$ cat config.mk
export PLATFORM = sky130hd
export DESIGN_NAME = spectrum_band_accum
export DESIGN_NICKNAME = d
export VERILOG_FILES = /design/src/rtl/prism_pkg.sv /design/src/rtl/spectrum_band_accum_band_reduce.sv /design/src/rtl/spectrum_band_accum.sv
export SDC_FILE = /design/constraint.sdc
export NUM_CORES = 2
export LEC_CHECK = 0
export ABC_AREA = 1
export BUFFER_PORTS_ARGS = -buffer_cell sky130_fd_sc_hd__clkbuf_2
export CAP_MARGIN = 10
export CORE_ASPECT_RATIO = 1.5
export CORE_MARGIN = 4
export CORE_UTILIZATION = 45
export CTS_BUF_LIST = sky130_fd_sc_hd__clkbuf_16
export CTS_CLUSTER_DIAMETER = 200
export DETAILED_ROUTE_END_ITERATION = 7
export SLEW_MARGIN = 25
export SYNTH_ARGS = -nofsm -noshare
export SYNTH_HDL_FRONTEND = slang
export SYNTH_HIERARCHICAL = 1
export SYNTH_SLANG_ARGS = --single-unit
$ cat constraint.sdc
create_clock -name clk_50m -period 5 [get_ports clk_50m]
set_input_delay 0.75 -clock clk_50m [delete_from_list [all_inputs] [get_ports clk_50m]]
set_output_delay 0.75 -clock clk_50m [all_outputs]
set_load 0.01 [all_outputs]
$ cat src/rtl/prism_pkg.sv
// Shared widths, FSM encoding and small arithmetic helpers for the spectrum
// band accumulator.
package prism_pkg;

    localparam int MAG_W = 16;

    typedef enum logic [1:0] {
        ST_ACC    = 2'd0,
        ST_COMMIT = 2'd1,
        ST_SWAP   = 2'd2
    } state_e;

    // Ceiling log2 usable in constant expressions; clog2_fn(1) == 0.
    function automatic int clog2_fn(input int value);
        int r;
        r = 0;
        for (int i = 0; i < 31; i++) begin
            if ((1 << i) < value) begin
                r = i + 1;
            end
        end
        return r;
    endfunction

    function automatic logic [MAG_W-1:0] sat_sub(input logic [MAG_W-1:0] a,
                                                 input logic [MAG_W-1:0] b);
        return (a > b) ? (a - b) : '0;
    endfunction

endpackage

$ cat src/rtl/spectrum_band_accum_band_reduce.sv
// Per-band accumulator: folds bins into a running max or sum and presents the
// band result combinationally on the bin that flushes the band.
module band_reduce
    import prism_pkg::*;
#(
    parameter int BPB       = 8,
    parameter int MEAN_MODE = 0
) (
    input  logic             clk_i,
    input  logic             rst_i,
    input  logic             clr_i,
    input  logic             valid_i,
    input  logic             flush_i,
    input  logic [MAG_W-1:0] data_i,
    output logic [MAG_W-1:0] result_o
);

    localparam int SHIFT = clog2_fn(BPB);
    // Wide enough for BPB full-scale bins without overflow.
    localparam int ACC_W = MAG_W + SHIFT;

    logic [ACC_W-1:0] acc_q;
    logic [ACC_W-1:0] acc_d;
    logic [ACC_W-1:0] data_ext;
    logic [ACC_W-1:0] merged;

    // NOTE: every signal written here gets a value on every path first, so no latch is inferred.
    always_comb begin
        data_ext = ACC_W'(data_i);
        merged   = acc_q;
        if (MEAN_MODE != 0) begin
            merged = acc_q + data_ext;
        end else if (data_ext > acc_q) begin
            merged = data_ext;
        end

        // A short (early-terminated) band still divides by the full BPB.
        if (MEAN_MODE != 0) begin
            result_o = MAG_W'(merged >> SHIFT);
        end else begin
            result_o = MAG_W'(merged);
        end

        acc_d = acc_q;
        if (clr_i || (valid_i && flush_i)) begin
            acc_d = '0;
        end else if (valid_i) begin
            acc_d = merged;
        end
    end

    // NOTE: sequential state uses non-blocking <= so all flops sample pre-edge values.
    always_ff @(posedge clk_i) begin
        if (rst_i) begin
            acc_q <= '0;
        end else begin
            acc_q <= acc_d;
        end
    end

endmodule

$ cat src/rtl/spectrum_band_accum.sv
// Reduces a streamed FFT magnitude frame to BANDS bands with peak-fall decay,
// double-buffers the result and serves the front bank on a registered read port.
module spectrum_band_accum
    import prism_pkg::*;
#(
    parameter int          FFT_BINS  = 256,
    parameter int          BANDS     = 32,
    parameter int          MEAN_MODE = 0,
    parameter logic [15:0] DECAY     = 16'd512
) (
    input  logic                     clk_50m,
    input  logic                     rst,
    input  logic [15:0]              mag_data,
    input  logic                     mag_valid,
    input  logic                     mag_last,
    output logic                     mag_ready,
    input  logic                     spec_rd_en,
    input  logic [$clog2(BANDS)-1:0] spec_rd_addr,
    output logic [15:0]              spec_rd_data,
    output logic                     spec_rd_data_valid,
    output logic                     spec_frame_stb,
    output logic                     frame_err
);

    localparam int BPB    = FFT_BINS / BANDS;
    localparam int BPB_W  = clog2_fn(BPB);
    localparam int BIN_W  = clog2_fn(FFT_BINS);
    localparam int BAND_W = clog2_fn(BANDS);

    state_e            state_q;
    logic [BIN_W-1:0]  bin_cnt_q;
    logic [BAND_W-1:0] commit_idx_q;
    logic              sel_q;
    logic              mag_ready_q;
    logic              stb_q;
    logic              err_q;
    logic [MAG_W-1:0]  rd_data_q;
    logic              rd_valid_q;

    logic [MAG_W-1:0]  stage_q [BANDS];
    logic [MAG_W-1:0]  bank_q  [2][BANDS];

    logic              accept;
    logic              at_last_bin;
    logic              band_full;
    logic              frame_end;
    logic              flush;
    logic              length_bad;
    logic [BAND_W-1:0] cur_band;
    logic [MAG_W-1:0]  band_result;
    logic [MAG_W-1:0]  decayed;
    logic [MAG_W-1:0]  commit_d;

    always_comb begin
        accept      = mag_valid && mag_ready_q;
        at_last_bin = (bin_cnt_q == BIN_W'(FFT_BINS - 1));
        band_full   = ((bin_cnt_q & BIN_W'(BPB - 1)) == BIN_W'(BPB - 1));
        frame_end   = accept && (mag_last || at_last_bin);
        flush       = accept && (band_full || frame_end);
        length_bad  = frame_end && !(mag_last && at_last_bin);
        cur_band    = BAND_W'(bin_cnt_q >> BPB_W);

        // Back bank entry = fresh band value, or the old front falling by at most DECAY.
        decayed  = sat_sub(bank_q[sel_q][commit_idx_q], DECAY);
        commit_d = (stage_q[commit_idx_q] > decayed) ? stage_q[commit_idx_q] : decayed;
    end

    band_reduce #(
        .BPB       (BPB),
        .MEAN_MODE (MEAN_MODE)
    ) u_band_reduce (
        .clk_i    (clk_50m),
        .rst_i    (rst),
        .clr_i    (state_q == ST_SWAP),
        .valid_i  (accept),
        .flush_i  (flush),
        .data_i   (mag_data),
        .result_o (band_result)
    );

    always_ff @(posedge clk_50m) begin
        if (rst) begin
            state_q      <= ST_ACC;
            bin_cnt_q    <= '0;
            commit_idx_q <= '0;
            sel_q        <= 1'b0;
            mag_ready_q  <= 1'b1;
            stb_q        <= 1'b0;
            err_q        <= 1'b0;
        end else begin
            stb_q <= 1'b0;
            err_q <= 1'b0;
            case (state_q)
                ST_ACC: begin
                    if (accept) begin
                        bin_cnt_q <= bin_cnt_q + 1'b1;
                        if (frame_end) begin
                            state_q      <= ST_COMMIT;
                            mag_ready_q  <= 1'b0;
                            commit_idx_q <= '0;
                            err_q        <= length_bad;
                        end
                    end
                end
                ST_COMMIT: begin
                    commit_idx_q <= commit_idx_q + 1'b1;
                    if (commit_idx_q == BAND_W'(BANDS - 1)) begin
                        state_q <= ST_SWAP;
                    end
                end
                ST_SWAP: begin
                    sel_q       <= ~sel_q;
                    stb_q       <= 1'b1;
                    mag_ready_q <= 1'b1;
                    bin_cnt_q   <= '0;
                    state_q     <= ST_ACC;
                end
                default: begin
                    state_q     <= ST_ACC;
                    mag_ready_q <= 1'b1;
                end
            endcase
        end
    end

    // NOTE: the banks are plain flop arrays and are explicitly reset so a reset always reads back zero.
    always_ff @(posedge clk_50m) begin
        if (rst) begin
            for (int b = 0; b < BANDS; b++) begin
                stage_q[b]   <= '0;
                bank_q[0][b] <= '0;
                bank_q[1][b] <= '0;
            end
        end else begin
            if (flush) begin
                stage_q[cur_band] <= band_result;
            end
            // Cleared at the swap so bands an early mag_last never reaches stage as 0.
            if (state_q == ST_SWAP) begin
                for (int b = 0; b < BANDS; b++) begin
                    stage_q[b] <= '0;
                end
            end
            if (state_q == ST_COMMIT) begin
                bank_q[~sel_q][commit_idx_q] <= commit_d;
            end
        end
    end

    always_ff @(posedge clk_50m) begin
        if (rst) begin
            rd_data_q  <= '0;
            rd_valid_q <= 1'b0;
        end else begin
            rd_valid_q <= spec_rd_en;
            if (spec_rd_en) begin
                rd_data_q <= bank_q[sel_q][spec_rd_addr];
            end
        end
    end

    assign mag_ready          = mag_ready_q;
    assign spec_rd_data       = rd_data_q;
    assign spec_rd_data_valid = rd_valid_q;
    assign spec_frame_stb     = stb_q;
    assign frame_err          = err_q;

endmodule

---- Yosys cells after proc, flatten, opt, wreduce, memory -nomap -nowiden ----
Memory sizes are Yosys's and may differ from the RTL's. A register that Yosys moved wholly into a read port is not among the register bits.
Cells that the tools add are included.
cells by class
  equality and inequality tests ........... 40
  add/subtract/negate cells ............... 3
  reduce and logical (&&, ||, !) cells .... 22
  muxes and demuxes ....................... 76
  $lt $le $gt $ge ......................... 6
  bitwise logic cells ..................... 135
operator list
  cell                    number
  $mux 512                3
  $mux 16                 41
  $reduce_or 512->1       1
  $eq 5x5->1 const B      33
  $bmux 16 s5             2
  $demux 16 s5            1
  $and 1x1->1             64
  $not 1->1               37
  $gt 16x16->1            2
  $or 1x1->1              32
  $mux 5                  5
  $gt 16x10->1 const B    1
  $mux 1                  16
  $pmux 8 s2              1
  $reduce_or 16->1        1
  $sub 16x10->16 const B  1
  $ge 6x6->1 const B      2
  $not 5->6               2
  $pmux 5 s2              1
  $reduce_and 3->1        3
  $add 8x1->8 const B     1
  $eq 8x8->1 const B      1
  $mux 8                  1
  $logic_and 1x1->1       7
  17 further kinds        23
word-level totals
  memories ................................ 2
  bits in registers ....................... 52
  bits in writable memories ............... 1,536
  bits of input ports ..................... 26
memory list
  memory   depth  bits a word  rd ports  clocked after Yosys merged registers in  wr ports  RTL line                   text
  bank_q   2      512          1         1                                        2         spectrum_band_accum.sv:41  logic [MAG_W-1:0] bank_q [2][BANDS];
  stage_q  32     16           1         1                                        32        spectrum_band_accum.sv:40  logic [MAG_W-1:0] stage_q [BANDS];

---- Logic depth before layout (Yosys ltp) ----
  depth in word-level cells ............... 42
  mapped depth ............................ 36
  mapped depth without buffers ............ 30

---- Hierarchy ----
The synthesis kept the hierarchy.
by module, submodules not included
  module               cells an instance  times used  area an instance (µm²)
  spectrum_band_accum  8,439              1           77,926.0
  band_reduce          209                1           1,393.8

---- Least setup slack after synthesis ----
OpenSTA, ideal clock, no wires.
  path type ............................... reg2reg
  from .................................... reg commit_idx_q[0]
  to ...................................... mem bank_q[0][108] (netlist name) (data pin)
  setup slack ............................. 452 ps
  buffers on the path ..................... 4
  setup time .............................. 266 ps
  period minus slack after synthesis ...... 4,548 ps
  required time ........................... 4,734 ps
  arrival ................................. 4,282 ps
  stages on the path, launching flop included .. 29
  cell sequence ........................... dfxtp_1 > inv_2 > buf_2 > buf_1 > nand3_1 > nand3_1 > nand2_1 > nand2_1 > nand4_1 > nor2_4 > ha_1 > nand3_1 > nor2_1 > nand2_1 > nand2_1 > nand2_1 > inv_1 > nand3_1 > ha_1 > nand2_1 > inv_1 > nand2_1 > or4_1 > o21ai_0 > buf_2 > nand2_1 > o21ai_1 > buf_2 > nor2_1
RTL lines
  what                    RTL line                    text
  from (decl)             spectrum_band_accum.sv:32   logic [BAND_W-1:0] commit_idx_q;
  from (signal assigned)  spectrum_band_accum.sv:106  commit_idx_q <= commit_idx_q + 1'b1;
  to (decl)               spectrum_band_accum.sv:41

==> impl_metrics.env <==
export IMPL_outcome="finished, violations left"
export IMPL_violations="negative setup slack"
export IMPL_post_route_period_util_pct=104
export IMPL_vias_per_cell=6.24
export IMPL_fp_dieH_um=522
export IMPL_tightest_slew_ns=1.16
export IMPL_ys_seq_area_share_pct=59.6
export IMPL_async_flop_share_pct=0
export IMPL_syn_cell_area_um2=79300
export IMPL_drc=0
export IMPL_path_common_cell="nand2_1"
export IMPL_pre_cts_ws_ns=-0.474
export IMPL_ys_top_cells_by_area="edfxtp_1, nand2_1, nor2_1"
export IMPL_grt_ovfl_total=0
export IMPL_floorplan_initialDensity_pct=45.3
export IMPL_rsz0062_at_grt="yes"
export IMPL_routed_wl_um=329000
export IMPL_min_period_ns=5.19
export IMPL_antenna_left=0
export IMPL_grt_max_degree=92
export IMPL_slew_headroom_pct=21.9
export IMPL_ys_ff_latch=1594
export IMPL_grt_pass1_wl_um=463000
export IMPL_p_per_area_nw_per_um2=373
export IMPL_leakage_uw=0.0359
export IMPL_row_count=188
export IMPL_core_area_um2=175000
export IMPL_worstPathMaxFanout=42
export IMPL_layout_setup_ws_ns=-0.189
export IMPL_drt_iter0_markers=9524
export IMPL_areaGrowthSynthToFinish_pct=16.4
export IMPL_synth_warnings=6
export IMPL_cts_sinks=1594
export IMPL_finalMaxSlewViolations=0
export IMPL_dr_total_vias=70000
export IMPL_post_drt_wl_per_cell_um=29.4
export IMPL_endpoint_kind="flip-flop"
export IMPL_startpoint_type="flip-flop"
export IMPL_postCtsHoldBufs=0
export IMPL_fin_setup_tns_ns=-92.43
export IMPL_holdWs_ns=0.276
export IMPL_required_ns=5.67
export IMPL_dieArea_um2=183000
export IMPL_fmax_mhz=193
export IMPL_fin_nets=8860
export IMPL_gp_congestion=1.01
export IMPL_synth_top_area_share_pct=58.1
export IMPL_portBuffers=45
export IMPL_crit_type="reg -> reg"
export IMPL_grt_antenna_before_repair=8
export IMPL_clk_pin_slew_ns=0.06
export IMPL_hold_viol_final=0
export IMPL_drive_above_1_share_pct=13.5
export IMPL_synth_edf_count=1536
export IMPL_yosysTopAreaCell="edfxtp_1"
export IMPL_cts_tree="yes"
export IMPL_chipWidth_um=351
export IMPL_syn_area_per_cell_um2=9.17
export IMPL_grt_pass1_vias=66300
export IMPL_crit_path_top_delay_cell="or4_4"
export IMPL_slowest_delay_ns=0.46
export IMPL_syn_instance_count=8648
export IMPL_setup_viol=1023
export IMPL_skew_ns=0.0729
export IMPL_synthesis_nets=8714
export IMPL_cts_made_buffers=157
export IMPL_synth_ff_type="edfxtp_1"
export IMPL_hp_class="in -> reg"
export IMPL_clkLatencyLatePin_ns=0.84
export IMPL_synth_cell_type_count=53
export IMPL_pin_count=46
export IMPL_drt_pre_antenna_iters=8
export IMPL_fill_cells=15800
export IMPL_cts_buffer_depth=3
export IMPL_arrival_ns=5.86
export IMPL_grt_use_total_pct=35.1
export IMPL_cts_root_buf="clkbuf_16"
export IMPL_hpwl_um=212000
export IMPL_h_tree_depth=4
export IMPL_vdd_drop_max_uv=400
export IMPL_maxCapViolations=0
==> routing by layer <==
metal	part of all wire, %	GRT usage, %	wire length [um]	vias to the layer above
met5	0.0030	0.0265	10	-
met3	9.1	6.61	30100	1299
met4	11	31.5	37300	2
met1	33	39.4	108000	33900
met2	47	56.7	154000	4500
li1	-	-	-	30300
==> cell families after synthesis <==
logic type      synth area share (%)
xor+xnor                      0.0331
buf+inv                         5.39
simple gates                    23.2
compound gates                  11.1
flops                           59.6
fa+ha+maj                      0.631
==> cell usage after synthesis, types with 21 or more instances <==
cell type     n
buf_6        28
buf_1        32
inv_1       186
buf_4        63
o221ai_1    105
o211ai_1    129
nand3_1     968
o21ai_0     503
a21oi_1     769
o22ai_1      25
clkbuf_1    471
nand2_1    2064
a31oi_1      21
nor2_1     1352
ha_1         40
edfxtp_1   1536
buf_2       165
dfxtp_1      58
==> flip-flops by register name (all words and copies together), names as in the netlist, 2 cells and up, named ones only <==
register / count
bank_q: 1024
stage_q: 512
spec_rd_data: 16
u_band_reduce/acc_q: 16
bin_cnt_q: 8
commit_idx_q: 5
state_q: 2
==> power by group <==
group | internal [uW] | switching (uW) | total, uW
registers | 15100 | 157 | 15300
clock network | 6560 | 5390 | 12000
logic | 2010 | 5180 | 7200
==> critical path: cells and delay by family (launching register included) <==
family	cells	cell delay (ns)
adders and majority gates	1	0.14
AOI/OAI and AO/OA	2	0.42
buffers and inverters	10	1.46
DFF	1	0.45
and+or+nand+nor	17	2.41
==> through the flow <==
step	cell area, um2	instances	power (uW)	util [%]
final	92300	11200	34400	52.8
after global placement	85200	10800	21800	48.7
after CTS	91400	11200	34000	52.2
after detailed placement	85200	10800	21800	48.7
after global routing	92300	11200	35100	52.8
after floorplan	79300	8648	18600	-
==> final timing paths <==
path         depth (start not counted)        endpoint    startpoint  slack [ns]
max                                 30  bank_q[1][243]     flip-flop       -0.19
min                                  2       frame_err      mag_last        0.28
max reg2reg                         30  bank_q[1][243]     flip-flop       -0.19
min reg2reg                          2    bin_cnt_q[1]  bin_cnt_q[1]        0.49
==> area by class of cell <==
type                            instances  area [um2]  area share (%)
Clock buffer                          160        4000            4.34
Timing Repair Buffer                  748        7780            8.42
Clock inverter                        126        1040            1.12
Multi-Input combinational cell       6097       28600            30.9
Inverter                              196         791           0.856
Sequential cell                      1594       47300            51.2
Antenna cell                            6        15.0          0.0163
Tap cell                             2280        2850            3.09
==> layout by cell type (no fill, tap or decap), types with 36 or more instances in the layout <==
master,count
buf_6,38
nand2_1,1976
a21oi_1,762
edfxtp_1,1536
nand2_2,78
ha_1,36
o211ai_1,129
inv_1,207
clkinv_1,39
dfxtp_1,50
nand3_1,939
buf_4,511
o221ai_1,104
clkbuf_2,43
clkbuf_16,166
o21ai_0,493
buf_12,122
nor2_1,1330
==> what timing repair did <==
item,4_1_cts,5_1_grt
setup buffers,31,21
setup endpoints to repair,1024,1024
gates cloned,12,7
resized for setup,133,146
pin swaps,13,30
Power figures use the tool's default switching activity.
